<file path="config.mk">
export PLATFORM = sky130hd
export DESIGN_NAME = qaccum
export DESIGN_NICKNAME = d
export VERILOG_FILES = /design/src/rtl/q_fixed_pkg.sv /design/src/rtl/q_sm2tc.sv /design/src/rtl/qaccum.sv
export SDC_FILE = /design/constraint.sdc
export NUM_CORES = 1
export LEC_CHECK = 0
export CORE_MARGIN = 10
export CORE_UTILIZATION = 40
export DETAILED_ROUTE_END_ITERATION = 16
export GPL_ROUTABILITY_DRIVEN = 0
export PLACE_DENSITY = 0.63
export SYNTH_ARGS = -nofsm -noshare
export SYNTH_HDL_FRONTEND = slang
export SYNTH_SLANG_ARGS = --single-unit
</file>
<file path="constraint.sdc">
create_clock -name clk -period 4.22 [get_ports clk]
set_clock_uncertainty 0.05 [all_clocks]
set_input_delay 0.844 -clock clk [delete_from_list [all_inputs] [get_ports clk]]
set_output_delay 0.844 -clock clk [all_outputs]
set_load 0.005 [all_outputs]
</file>
<file path="src/rtl/q_fixed_pkg.sv">
// q_fixed_pkg: shared Q16.16 sign-magnitude definitions.
// Holds the format constants, the accumulator FSM state type and the
// sign-magnitude <-> two's-complement conversion helpers. The qmulti
// multiplier and its users import the same definitions.
package q_fixed_pkg;

  localparam int                Q_W       = 32;
  localparam int                Q_FRAC    = 16;
  localparam logic [Q_W-2:0]    Q_MAG_MAX = 31'h7FFFFFFF;
  localparam logic [Q_W-1:0]    Q_ONE     = 32'h00010000;

  typedef enum logic [1:0] {
    IDLE = 2'd0,
    ACC  = 2'd1,
    DONE = 2'd2
  } qstate_t;

  // Sign-magnitude to two's complement, one bit wider than the word so that
  // the full magnitude range converts without loss. Negative zero folds to 0.
  function automatic logic signed [Q_W:0] sm_to_tc(input logic [Q_W-1:0] sm);
    logic signed [Q_W:0] m;
    m = signed'({2'b00, sm[Q_W-2:0]});
    return (sm[Q_W-1] && (sm[Q_W-2:0] != '0)) ? -m : m;
  endfunction

  // Two's complement to sign-magnitude. The magnitude wraps to the low
  // Q_W-1 bits; a zero magnitude always carries a positive sign.
  function automatic logic [Q_W-1:0] tc_to_sm(input logic signed [63:0] v);
    logic [63:0]      a;
    logic [Q_W-2:0]   m;
    a = (v < 0) ? -v : v;
    m = a[Q_W-2:0];
    return {(v < 0) && (m != '0), m};
  endfunction

endpackage

</file>
<file path="src/rtl/q_sm2tc.sv">
// q_sm2tc: combinational Q16.16 sign-magnitude to ACC_W-bit two's-complement
// converter. Negative zero (0x80000000) converts to 0.
// Ports:
//   sm  in   32      sign-magnitude word (bit31 sign, bits30:0 magnitude)
//   tc  out  ACC_W   sign-extended two's-complement value
module q_sm2tc
  import q_fixed_pkg::*;
#(
  parameter int ACC_W = 35
) (
  input  logic [Q_W-1:0]          sm,
  output logic signed [ACC_W-1:0] tc
);

  assign tc = ACC_W'(sm_to_tc(sm));

endmodule

</file>
<file path="src/rtl/qaccum.sv">
// qaccum: frame accumulator for Q16.16 sign-magnitude products.
// A start pulse in IDLE opens a frame; N_TERMS products are accepted over a
// valid/ready handshake and summed in a wide signed accumulator; the sum is
// presented in sign-magnitude form until the consumer takes it.
// Build option: define QACCUM_SAT_EN to clamp an overflowing magnitude to
// 31'h7FFFFFFF; otherwise the magnitude wraps. overflow is reported either way.
// Ports:
//   clk        in   1   rising-edge clock
//   rst        in   1   asynchronous active-high reset
//   start      in   1   opens a frame (IDLE only)
//   in_valid   in   1   in_data holds a product
//   in_ready   out  1   product accepted this cycle
//   in_data    in   32  Q16.16 sign-magnitude product
//   out_valid  out  1   out_data holds the frame sum
//   out_ready  in   1   consumer takes out_data
//   out_data   out  32  Q16.16 sign-magnitude sum
//   overflow   out  1   |sum| exceeded 31'h7FFFFFFF (valid with out_valid)
//   busy       out  1   frame in progress (ACC or DONE)
module qaccum
  import q_fixed_pkg::*;
#(
  parameter int N_TERMS = 8,
  parameter int CNT_W   = $clog2(N_TERMS) + 1
) (
  input  logic        clk,
  input  logic        rst,
  input  logic        start,
  input  logic        in_valid,
  output logic        in_ready,
  input  logic [31:0] in_data,
  output logic        out_valid,
  input  logic        out_ready,
  output logic [31:0] out_data,
  output logic        overflow,
  output logic        busy
);

  // Wide enough that N_TERMS full-scale products never wrap.
  localparam int ACC_W = Q_W + $clog2(N_TERMS);

  qstate_t                  state;
  logic signed [ACC_W-1:0]  acc;
  logic [CNT_W-1:0]         cnt;

  logic signed [ACC_W-1:0]  term_tc;
  logic signed [ACC_W-1:0]  acc_next;
  logic [ACC_W-1:0]         acc_abs;
  logic                     ovf_next;
  logic [Q_W-1:0]           sm_wrap;
  logic [Q_W-1:0]           out_sm;
  logic                     xfer;
  logic                     last_term;

`ifdef QACCUM_SAT_EN
  function automatic logic [Q_W-1:0] saturate(input logic [Q_W-1:0] sm,
                                               input logic ovf);
    return ovf ? {sm[Q_W-1], Q_MAG_MAX} : sm;
  endfunction
`endif

  q_sm2tc #(
    .ACC_W (ACC_W)
  ) u_sm2tc (
    .sm (in_data),
    .tc (term_tc)
  );

  assign in_ready  = (state == ACC);
  assign out_valid = (state == DONE);
  assign busy      = (state != IDLE);

  assign xfer      = in_valid && in_ready;
  assign last_term = (cnt == CNT_W'(N_TERMS - 1));

  // Sum including the product on the input this cycle; the final one is
  // converted here so out_data is registered on the DONE entry edge.
  assign acc_next  = acc + term_tc;
  assign acc_abs   = (acc_next < 0) ? -acc_next : acc_next;
  assign ovf_next  = (acc_abs > {{(ACC_W-Q_W+1){1'b0}}, Q_MAG_MAX});
  assign sm_wrap   = tc_to_sm(64'(acc_next));

`ifdef QACCUM_SAT_EN
  assign out_sm = saturate(sm_wrap, ovf_next);
`else
  assign out_sm = sm_wrap;
`endif

  always_ff @(posedge clk or posedge rst) begin
    if (rst) begin
      state    <= IDLE;
      acc      <= '0;
      cnt      <= '0;
      out_data <= '0;
      overflow <= 1'b0;
    end else begin
      case (state)
        IDLE: begin
          if (start) begin
            state <= ACC;
            acc   <= '0;
            cnt   <= '0;
          end
        end
        ACC: begin
          if (xfer) begin
            acc <= acc_next;
            cnt <= cnt + 1'b1;
            if (last_term) begin
              state    <= DONE;
              out_data <= out_sm;
              overflow <= ovf_next;
            end
          end
        end
        DONE: begin
          if (out_ready) begin
            state <= IDLE;
          end
        end
        default: state <= IDLE;
      endcase
    end
  end

endmodule

</file>
# Word-level counts from Yosys, hierarchy flattened
# Index checks and enable logic that the tools add are counted.
# totals
inputBits	37
ff_bits	74
out_inout_bits	36
word_cells	45
# classes
add_sub_neg	5
n_mux	14
eq_ne	7
n_reduce_logical	11
n_lt_le_gt_ge	3
# ops
op	n
two-way mux 35 bit	3
< comparator 35 x 1 -> 1 bit, second input constant	2
one-hot mux 35 bit (2 select lines)	1
nonzero test 31 bit	2
adder 35 x 33 -> 35 bit	1
greater-than comparator 35 x 31 -> 1 bit, second input constant	1
negator 35 bit	1
two-way mux 33 bit	1
negator 31 -> 33 bit	1
two-way mux 31 bit	1
negator 31 bit	1
two-way mux 2 bit	4
two-way mux 4 bit	2
one-hot mux 4 bit (2 select lines)	1
!= test 2 x 1 -> 1 bit, second input constant	3
one-hot mux 2 bit (3 select lines)	1
AND reduction 3 bit	2
adder 4 x 1 -> 4 bit, second input constant	1
== test 4 x 3 -> 1 bit, second input constant	1
AND reduction 4 bit	1
nonzero test 2 bit	2
logical AND 1 bit	3
== test 2 x 1 -> 1 bit, second input constant	1
== test 2 bit, second input constant	1
other kinds (2)	2

# Logic depth before layout (Yosys ltp)
# Gate-level depths: netlist of run 1.
# depth
ltp_word	8
mapped_depth	27
depth_no_buf	23

# Cells and area by module
# A second synthesis of run 1 with hierarchy kept.
# unflattened
cells_unflattened	886
hier_area_um2	7096.8
# by_module_without_submodules
module	seq_area_each_um2	area_per_inst_um2	cells_each	instances
qaccum	1851.8	6292.3	768	1
q_sm2tc	0.0	804.5	118	1

# Least setup slack after synthesis of run 1
# OpenSTA, ideal clock, no wires.
# synth_path
path_type	input to register
start	in in_data[1]
end	reg out_data[31]
t_arrival_ps	7168
stages	24
setup_time_ps	131
n_path_buf	2
path_slack_ps	-3129
required_ps	4039
cell_sequence	inv_1 -> ha_1 -> or3b_1 -> or4_4 -> or3_1 -> buf_2 -> or3_4 -> o21ai_4 -> inv_4 -> clkbuf_1 -> o21ai_0 -> ha_1 -> a211oi_1 -> o21ai_0 -> a211oi_1 -> nor4b_4 -> nand4_1 -> nor4_1 -> a41oi_1 -> a21oi_1 -> nand4_1 -> nor4b_1 -> and4_1 -> a31oi_1
# synth_between
elab_chain_cells	8
elab_cells_between_ends	10
classes_between	3 x add/sub; 1 x order compare; 2 x mux; 4 x reduce/logical
# synth_rtl
item	line_no	text
start: declaration	qaccum.sv:30	input logic [31:0] in_data,
parallel branches: the longest is 2 deep, another holds negator 31 -> 33 bit	--	
two-way mux 33 bit (*)	q_fixed_pkg.sv:23	return (sm[Q_W-1] && (sm[Q_W-2:0] != '0)) ? -m : m;
adder 35 x 33 -> 35 bit (*)	qaccum.sv:77	assign acc_next = acc + term_tc;
negator 31 bit or < comparator 35 x 1 -> 1 bit (tied branches)	q_fixed_pkg.sv:31, q_fixed_pkg.sv:33	
two-way mux 31 bit	q_fixed_pkg.sv:31	a = (v < 0) ? -v : v;
nonzero test 31 bit	q_fixed_pkg.sv:33	return {(v < 0) && (m != '0), m};
logical AND 1 bit (*)	q_fixed_pkg.sv:33	
end signal: assignment	qaccum.sv:110	out_data <= out_sm;
end: declaration	qaccum.sv:33	output logic [31:0] out_data,
# Every way passes the cells marked *.
# A chain may end at the register's enable or synchronous reset.

# Worst setup path in the final report of run 1
# Same ends and word-level chain as after synthesis.

==> impl_metrics.csv, run 1 <==
group,metric,value,unit
status,status,"complete, but fails checks",
status,violations,"setup timing",
clock_network,cts_buffers,9,
synth,synth-xor-area-share,0.107,
clock_network,clk_pin_slew,0.07,ns
run,drv_cap,0,
synth,synth-edff-count,0,
clock_network,htreeDepth,3,
layout,fin_nets,1326,
global_route,grt_pass1_vias,7824,
sta,setup-tns-final,-92.03,ns
synth,synth_warnings,0,
route,first_iter_violations,904,
critical_path,cp.arrival,6.74,ns
sta,max_slew_margin,0.238,
floorplanning,core_area,16600,µm²
sta,setup_viol,64,
sta,post-route-min-period,6.56,ns
global_route,grt_overflow_total,0,
floorplanning,ioPinCount,73,
route,wl_per_cell,20.1,µm
critical_path,endpoint_kind,"flip-flop",
clock_network,cts_tree,"yes",
critical_path,path_max_fanout,5,
route,viasPerCell,5.82,
synth,syn_avg_cell_area,8.01,µm²
placed_design,place_inst,1399,
sta,hold_violations,0,
route,drt-pass1-iter-count,6,
floorplanning,die_height,150,µm
route,vias,8587,
synth,ys_seq_elements,74,
synth,async_flop_share,1.00,
layout,areaGrowthSynthToFinish,84.0,%
synth,synth-main-ff-cell,"dfrtp_1",
critical_path,cp.required,4.40,ns
floorplanning,dieArea,22600,µm²
route,drc_errors,0,
synth,yosys-mux-area-fraction,0.0108,
synth,synth-adder-area-share,0.0709,
clock_network,root_buffer,"clkbuf_16",
synth,syn_nets,925,
layout,n_antenna_cell,0,
synth,synth_cell_types,84,
route,wl,29600,µm
layout,fin_cells,1475,
clock_network,clock_path_buffers,2,
floorplanning,start_util,0.409,
sta,max_freq,152,MHz
global_route,grt_pass1_wl,40600,µm
worst_hold_path,hold_depth,2,
placed_design,port_buffers,72,
global_route,grt_max_degree,62,
critical_path,critPathKind,"input pin to flip-flop",
placed_design,dp.final_hpwl,19900,µm
global_route,antenna_found_initial,0,
floorplanning,die_w,150,µm
route,ant_nets,0,
sta,tightest_slew,1.14,ns
clock_network,clk_latency,0.35,ns
global_route,grt_usage,0.224,
synth,yosys.area_share.simple,0.230,
critical_path,cp-start-kind,"input pin",
sta,rsz0062_at_grt,"true",
clock_network,numClockSinks,74,
layout,finalInstanceArea,12500,µm²
critical_path,slowest_stage,"or4_4",
placed_design,dpl-instance-area,10500,µm²
synth,synthCells,850,
sta,postLayoutSetupSlackWorst,-2.34,ns
floorplanning,rows,47,
synth,synth_top_family_by_area,"compound AO/OA/AOI/OAI gates",
sta,min_period_over_period,1.55,
layout,drive_above_1_share,0.496,
synth,yosysSeqAreaShare,0.272,
synth,synth_compound_area_frac,0.273,
critical_path,worst_r2r_path_depth,15,
synth,syn_area,6810,µm²
layout,postLayoutCoreUtil,0.753,
sta,slew_violations,0,
worst_hold_path,hold_class,"flip-flop to flip-flop",
critical_path,critPathMaxStageDelay,0.52,ns
-- through the flow --
| step | worst slack (ns) | hold WS [ns] |
|---|---|---|
| after floorplan | -2.45 | 0.399 |
| after global placement | -3.02 | 0.404 |
| after detailed placement | -3.16 | 0.407 |
| after CTS | -2.08 | 0.420 |
| after global routing | -2.49 | 0.438 |
| final | -2.34 | 0.418 |
-- sequential cells by signal, summed over array words and instances, names as in the netlist --
name	flops
cnt	4
state	2
out_data	32
acc	35
overflow	1
-- logic make-up after synthesis --
group / Yosys count
xor+xnor: 81
simple gates: 312
fa+ha+maj: 38
mux: 7
buf+inv: 59
flops: 74
compound gates: 279
-- routing by layer --
layer / vias up / global-route usage / wire (µm) / share of wire
met5: - / 0 / 0 / 0
met4: 0 / 0.0923 / 1520 / 0.051
met3: 98 / 0.0384 / 2090 / 0.071
met2: 424 / 0.354 / 13800 / 0.47
met1: 4090 / 0.295 / 12200 / 0.41
li1: 3975 / - / - / -
-- Yosys cell counts (9+ instances only) --
cell | n | area share
clkbuf_1 | 33 | 0.018
a22o_1 | 19 | 0.024
or2_2 | 10 | 0.0092
xnor2_1 | 56 | 0.072
o21ai_0 | 91 | 0.067
dfrtp_1 | 74 | 0.27
a211oi_1 | 15 | 0.017
ha_1 | 37 | 0.068
nand3_1 | 9 | 0.0066
a21o_1 | 14 | 0.015
nand4_1 | 12 | 0.011
nand2_1 | 126 | 0.069
inv_1 | 16 | 0.0088
nor2_1 | 63 | 0.035
nor3_1 | 15 | 0.011
a21oi_1 | 43 | 0.032
xor2_1 | 24 | 0.031
o31ai_1 | 14 | 0.015
-- worst max-delay path: cells and delay by family --
kind	cells	cell delay, ns
AND/OR/NAND/NOR	8	2.28
XOR/XNOR	1	0.21
adder cells (fa/ha/maj)	2	0.49
buffers and inverters	5	0.56
AO/OA/AOI/OAI	10	2.35
-- placed cells by master, fill, tap and decap left out, types with 9 or more instances in the layout --
cell type        count
buf_4              295
nand2_1            107
dfrtp_1             74
clkdlybuf4s50_1     60
buf_6               55
nor2_1              43
o21ai_1             34
xnor2_1             31
o21ai_0             30
ha_1                30
o21ai_2             23
a21oi_1             21
xnor2_2             21
xor2_1              19
a21oi_2             17
a22o_1              17
nand2_2             14
a21o_1              14
inv_1               13
nor3_1              13
nor2_4              13
nand4_1             12
clkbuf_16            9
-- path summary, 6_finish.rpt --
path	start	to	slack (ns)
min reg2reg	out_data[19]	out_data[19]	0.42
min in group asynchronous	rst	out_data[25]	0.80
max	in_data[1]	out_data[31]	-2.34
max reg2reg	acc[0]	out_data[31]	0.03
min	out_data[19]	out_data[19]	0.42
max in group asynchronous	rst	out_data[9]	2.51
-- what timing repair did --
| action | in CTS | in global routing |
|---|---|---|
| resized for setup | 160 | 160 |
| setup buffers | 28 | 42 |
| hold buffers | 0 | 0 |
| pin swaps | 64 | 96 |
| cloned | 3 | 0 |
| endpoints found under the setup margin | 66 | 65 |
-- area by class of cell --
| type | instances | area [µm²] |
|---|---|---|
| clock buffers | 9 | 225 |
| clock inverters | 6 | 90.1 |
| fillers | 1103 | 4120 |
| inverters | 17 | 93.8 |
| multi-input cells | 718 | 6300 |
| flip-flops and latches | 74 | 1850 |
| well taps | 220 | 275 |
| repair buffers | 429 | 3680 |
| repair inverters | 2 | 13.8 |
Power of run 1 is not shown: default switching activity piles up to over one toggle a cycle in this logic, so the estimate is an artifact.
==> run 2: changes to the inputs <==
ABC_AREA = 1   (was default)
CAP_MARGIN = 30   (was default)
PLACE_DENSITY = 0.62   (was 0.63)
==> run 2 against run 1 <==
  * The flow still finishes with violations (setup timing)
  * Register-to-register slack gained 0.77 ns
  * Worst setup slack better by 1.7 ns
  * Wire length is 3.9% lower
  * Die area grew 11%
  * Sequential cell count did not move
  * Global-route usage fell by 1.4 points
==> impl_metrics.csv, run 2 <==
group,metric,value,unit
synth,ys_top_cells_by_count,"nand2_1, inv_1, nand3_1, nor2_1",
global_route,antenna_found_initial,0,
power,irDropWorstVdd,0.313,mV
global_route,grt_overflow_total,0,
synth,synth_top_family_by_area,"simple AND/OR/NAND/NOR gates",
layout,largest_reg_flops,35,
critical_path,slowest_stage,"ha_1",
synth,yosysSeqAreaShare,0.241,
power,power_density,914,nW/µm²
critical_path,critPathBufInv,6,
critical_path,endpoint_kind,"flip-flop",
synth,async_flop_share,1.00,
placed_design,dp.final_hpwl,20800,µm
critical_path,critPathKind,"input pin to flip-flop",
synth,synthCells,1295,
synth,synth_cell_types,43,
route,wl_per_cell,14.5,µm
floorplanning,core_area,18800,µm²
sta,slew_violations,0,
sta,max_slew_margin,0.501,
layout,n_antenna_cell,0,
synth,synth_compound_area_frac,0.0986,
floorplanning,ioPinCount,73,
synth,synth-adder-area-share,0.0629,
synth,syn_area,7680,µm²
placed_design,preCtsSetupSlack,-1.39,ns
synth,yosys-top-cells-area,"dfrtp_1, nand2_1, inv_1, nand3_1, ha_1",
layout,postLayoutCoreUtil,0.699,
synth,yosys.area_share.simple,0.439,
synth,yosysTopAreaCell,"dfrtp_1",
critical_path,path_max_fanout,8,
route,wl,28500,µm
sta,max_freq,208,MHz
synth,synth_warnings,0,
layout,areaGrowthSynthToFinish,70.9,%
status,violations,"setup timing",
synth,syn_avg_cell_area,5.93,µm²
sta,setup_viol,28,
global_route,grt_pass1_wl,42500,µm
status,status,"complete, but fails checks",
layout,finalInstanceArea,13100,µm²
clock_network,cts_tree,"yes",
route,drt-pass1-iter-count,5,
synth,synth-edff-count,0,
critical_path,crit_top_cell,"nand2_1",
clock_network,numClockSinks,74,
critical_path,cp.arrival,5.02,ns
clock_network,cts_buffers,9,
placed_design,port_buffers,72,
sta,postLayoutSetupSlackWorst,-0.598,ns
critical_path,cp-start-kind,"input pin",
clock_network,root_buffer,"clkbuf_16",
clock_network,ctsHoldBuffers,0,
critical_path,cp.required,4.42,ns
sta,hold_violations,0,
critical_path,ff2ff_setup_slack,0.80,ns
critical_path,cp.depth,35,
synth,synth-main-ff-cell,"dfrtp_1",
critical_path,critPathMaxStageDelay,0.29,ns
power,power.leakage,6.88,nW
critical_path,rr_endpoint,"out_data[31]",
route,vias,9901,
clock_network,htreeDepth,3,
global_route,grt_pass1_vias,8974,
floorplanning,die_w,159,µm
clock_network,clk_pin_slew,0.06,ns
clock_network,clock_path_buffers,2,
critical_path,critPathTopFamily,"simple AND/OR/NAND/NOR gates",
sta,tightest_slew,0.748,ns
critical_path,worstReg2RegStart,"acc[0]",
critical_path,worstSetupStartpoint,"in_data[3]",
sta,post-route-min-period,4.82,ns
layout,drive_above_1_share,0.403,
synth,syn_nets,1370,
layout,top_register,"acc",
route,ant_nets,0,
layout,final_cell_mix,"nand2_1, buf_4, inv_1",
run,drv_cap,0,
synth,ys_seq_elements,74,
placed_design,dpl-instance-area,11100,µm²
worst_hold_path,hold_depth,2,
route,drc_errors,0,
global_route,grt_max_degree,73,
synth,yosys-mux-area-fraction,0.00130,
synth,synth-xor-area-share,0.0433,
layout,final_common_cell,"nand2_1",
route,first_iter_violations,525,
sta,min_period_over_period,1.14,
floorplanning,start_util,0.409,
sta,setup-tns-final,-5.28,ns
worst_hold_path,hold_class,"flip-flop to flip-flop",
floorplanning,rows,50,
synth,yosysMostFrequentCell,"nand2_1",
sta,rsz0062_at_grt,"true",
critical_path,worst_r2r_path_depth,22,
floorplanning,dieArea,25100,µm²
global_route,grt_usage,0.209,
synth,yosysTopAreaCellShare,0.241,
floorplanning,die_height,159,µm
layout,reg_top3,"acc x35, out_data x32, cnt x4",
layout,fin_nets,1800,
clock_network,clk_latency,0.36,ns
sta,hold_slack,0.431,ns
route,viasPerCell,5.04,
critical_path,cp-endpoint,"out_data[31]",
-- run 2: cell types whose count changed after synthesis, sizes merged, moves of 19 or more --
cell,before,now
nor2,63,135
inv,17,198
xnor2,57,4
a22o,19,0
nand2,126,458
nand3,9,143
-- run 2: area by class of cell --
class	instances	area, µm²
Timing Repair Buffer	444	3720
Clock inverter	4	51.3
Sequential cell	74	1850
Inverter	200	758
Multi-Input combinational cell	996	6200
Fill cell	1555	5650
Tap cell	234	293
Clock buffer	12	246
-- run 2: logic make-up (layout without fill, tap and decap cells) --
group / after synthesis / in the layout
adders and majority gates: 38 / 38
muxes: 1 / 1
xor gates and xnor gates: 38 / 38
AOI/OAI and AO/OA: 139 / 139
DFF: 74 / 74
and+or+nand+nor: 780 / 780
buffers and inverters: 225 / 660
-- run 2: routing by layer --
layer  track usage  share of wire  vias up
li1              -              -     4986
met1         0.279           0.45     4547
met2         0.341           0.47      307
met3        0.0281          0.061       61
met4        0.0675          0.028        0
met5             0              0        -
-- run 2: what timing repair did --
| action | in CTS | in global routing |
|---|---|---|
| setup endpoints to repair | 48 | 50 |
| resized for setup | 125 | 242 |
| pin swaps | 65 | 97 |
| setup buffers | 26 | 46 |
| gates cloned | 2 | 0 |
| hold endpoints to repair | 0 | 0 |
-- run 2: worst min-delay path by stage --
stage                       from           end  slack [ns]
finish              out_data[15]  out_data[15]        0.43
global route        out_data[12]  out_data[12]        0.44
CTS                 out_data[15]  out_data[15]        0.43
detailed placement  out_data[15]  out_data[15]        0.42
global placement    out_data[24]  out_data[24]        0.41
floorplan           out_data[31]  out_data[31]        0.42
-- run 2: through the flow --
stage	power (W)	instances
after floorplan	0.00507	1295
after global placement	0.00881	1889
after detailed placement	0.00895	1889
after CTS	0.0105	1929
after global routing	0.0129	1964
final	0.0120	1964
-- run 2: tightest hold or removal path, cell delays in order (launching register included) --
cell     delay, ns
dfrtp_1       0.34
nand2_1       0.05
nand2_1       0.05
-- run 2: where the power goes --
| part | switching [W] | leakage [nW] | internal [W] |
|---|---|---|---|
| clock network | 0.000341 | 0.143 | 0.000475 |
| registers | 0.000267 | 0.926 | 0.00105 |
| logic | 0.00507 | 5.81 | 0.00480 |
| total | 0.00568 | 6.88 | 0.00632 |
(Power assumes the default switching activity.)
==> run 3: changes to the inputs <==
PLACE_DENSITY = 0.65   (was 0.62)
==> run 3 against run 2 <==
  * The run still ends with setup timing left
  * Maximum frequency shrank 1.2%
  * Combinational power grew 11%
  * Global-route usage grew 1.1 points
  * Critical path depth is the same
  * Sequential power is essentially flat
  * Clock-buffer cell count shrank 3
==> impl_metrics.csv, run 3 (synthesis results as in run 2) <==
group,metric,value,unit
status,status,"complete, but fails checks",
status,violations,"setup timing",
sta,tightest_slew,0.802,ns
layout,finalInstanceArea,13800,µm²
sta,postLayoutSetupSlackWorst,-0.659,ns
critical_path,cp-start-kind,"input pin",
critical_path,path_max_fanout,8,
clock_network,clock_path_buffers,2,
critical_path,critPathMaxStageDelay,0.35,ns
floorplanning,ioPinCount,73,
power,internal_power,0.00696,W
clock_network,root_buffer,"clkbuf_16",
clock_network,numClockSinks,74,
layout,top_register,"acc",
critical_path,critPathTopFamily,"simple AND/OR/NAND/NOR gates",
critical_path,endpoint_kind,"flip-flop",
layout,drive_above_1_share,0.438,
global_route,grt_usage,0.220,
critical_path,critPathKind,"input pin to flip-flop",
clock_network,cts_buffers,9,
layout,reg_top3,"acc x35, out_data x32, cnt x4",
layout,n_antenna_cell,0,
clock_network,htreeDepth,3,
route,drc_errors,0,
critical_path,cp.arrival,5.08,ns
placed_design,dpl-instance-area,11000,µm²
floorplanning,rows,50,
layout,final_cell_mix,"buf_4, nand2_1, inv_1",
global_route,grt_pass1_wl,44900,µm
route,ant_nets,0,
sta,slew_violations,0,
layout,fin_nets,1827,
layout,final_common_cell,"buf_4",
power,switching_power,0.00627,W
layout,areaGrowthSynthToFinish,79.0,%
layout,nFillCells,1333,
floorplanning,die_height,159,µm
global_route,grt_overflow_total,0,
power,irDropWorstVdd,0.340,mV
sta,setup-tns-final,-8.91,ns
clock_network,clk_latency,0.36,ns
route,drt-pass1-iter-count,5,
critical_path,slowest_stage,"ha_1",
route,first_iter_violations,903,
sta,post-route-min-period,4.88,ns
run,drv_cap,0,
layout,postLayoutCoreUtil,0.733,
floorplanning,dieArea,25100,µm²
placed_design,port_buffers,72,
sta,max_freq,205,MHz
sta,hold_violations,0,
power,clkPwrFrac,0.075,
power,comb_power_share,0.825,
power,sw_frac_of_total,0.474,
floorplanning,start_util,0.409,
clock_network,clk_pin_slew,0.06,ns
power,power.leakage,7.18,nW
sta,min_period_over_period,1.16,
sta,max_slew_margin,0.464,
global_route,antenna_found_initial,0,
critical_path,critPathBufInv,7,
critical_path,cp.required,4.42,ns
layout,largest_reg_flops,35,
power,pwr-share-seq,0.101,
route,wl,31800,µm
global_route,grt_pass1_vias,9576,
clock_network,cts_tree,"yes",
global_route,grt_max_degree,73,
route,vias,10400,
placed_design,preCtsSetupSlack,-1.46,ns
route,wl_per_cell,16.0,µm
sta,rsz0062_at_grt,"true",
route,viasPerCell,5.25,
placed_design,dp.final_hpwl,20400,µm
sta,setup_viol,35,
power,power_density,962,nW/µm²
critical_path,crit_top_cell,"nand2_1",
worst_hold_path,hold_class,"flip-flop to flip-flop",
floorplanning,core_area,18800,µm²
floorplanning,die_w,159,µm
run 3: power by group through the flow:
stage,Clock (W),Combinational (W),Sequential (W)
6_report,0.000987,0.0109,0.00133
5_1_grt,0.00101,0.0116,0.00137
4_1_cts,0.000985,0.00905,0.00131
3_5_place_dp,0,0.00763,0.00130
3_3_place_gp,0,0.00747,0.00129
2_1_floorplan,0,0.00384,0.00123
run 3: stage by stage:
step	hold WS [ns]	power [W]	cells
global route	0.460	0.0140	1990
detailed placement	0.422	0.00893	1886
global placement	0.415	0.00876	1886
finish	0.433	0.0132	1990
floorplan	0.422	0.00507	1295
CTS	0.437	0.0113	1954
run 3: timing repair:
| action | CTS | global route |
|---|---|---|
| cloned | 5 | 1 |
| hold buffers | 0 | 0 |
| endpoints found under the setup margin | 46 | 45 |
| pin swaps | 93 | 88 |
| resized for setup | 235 | 236 |
| endpoints found under the hold margin | 0 | 0 |
| setup buffers | 63 | 38 |
run 3: final timing paths:
| path | start | end | slack (ns) | cells after the start |
|---|---|---|---|---|
| worst max-delay path | in_data[4] | out_data[31] | -0.66 | 35 |
| worst min-delay path | out_data[25] | out_data[25] | 0.43 | 2 |
| worst max register to register | acc[0] | overflow | 0.87 | 24 |
| worst min register to register | out_data[25] | out_data[25] | 0.43 | 2 |
| max in group asynchronous | rst | out_data[6] | 2.51 | 3 |
| min in group asynchronous | rst | out_data[30] | 0.92 | 2 |
run 3: per-layer routing:
| metal | global-route usage | vias up | share of wire |
|---|---|---|---|
| li1 | - | 5034 | - |
| met1 | 0.282 | 4881 | 0.41 |
| met2 | 0.371 | 439 | 0.48 |
| met3 | 0.0310 | 89 | 0.077 |
| met4 | 0.0715 | 0 | 0.034 |
| met5 | 0 | - | 0 |
run 3: tightest hold or removal path: stages, from the launching register on:
cell and delay (ns):
dfrtp_1 0.34, nand2_1 0.05, o21ai_0 0.06
run 3: cell type report:
cell class	count	area, µm²	share of cell area
Clock inverter	6	138	0.0100
Clock buffer	9	225	0.0164
Tap cell	234	293	0.0213
Multi-Input combinational cell	996	6440	0.468
Inverter	200	768	0.0559
Timing Repair Buffer	471	4030	0.293
Sequential cell	74	1850	0.135
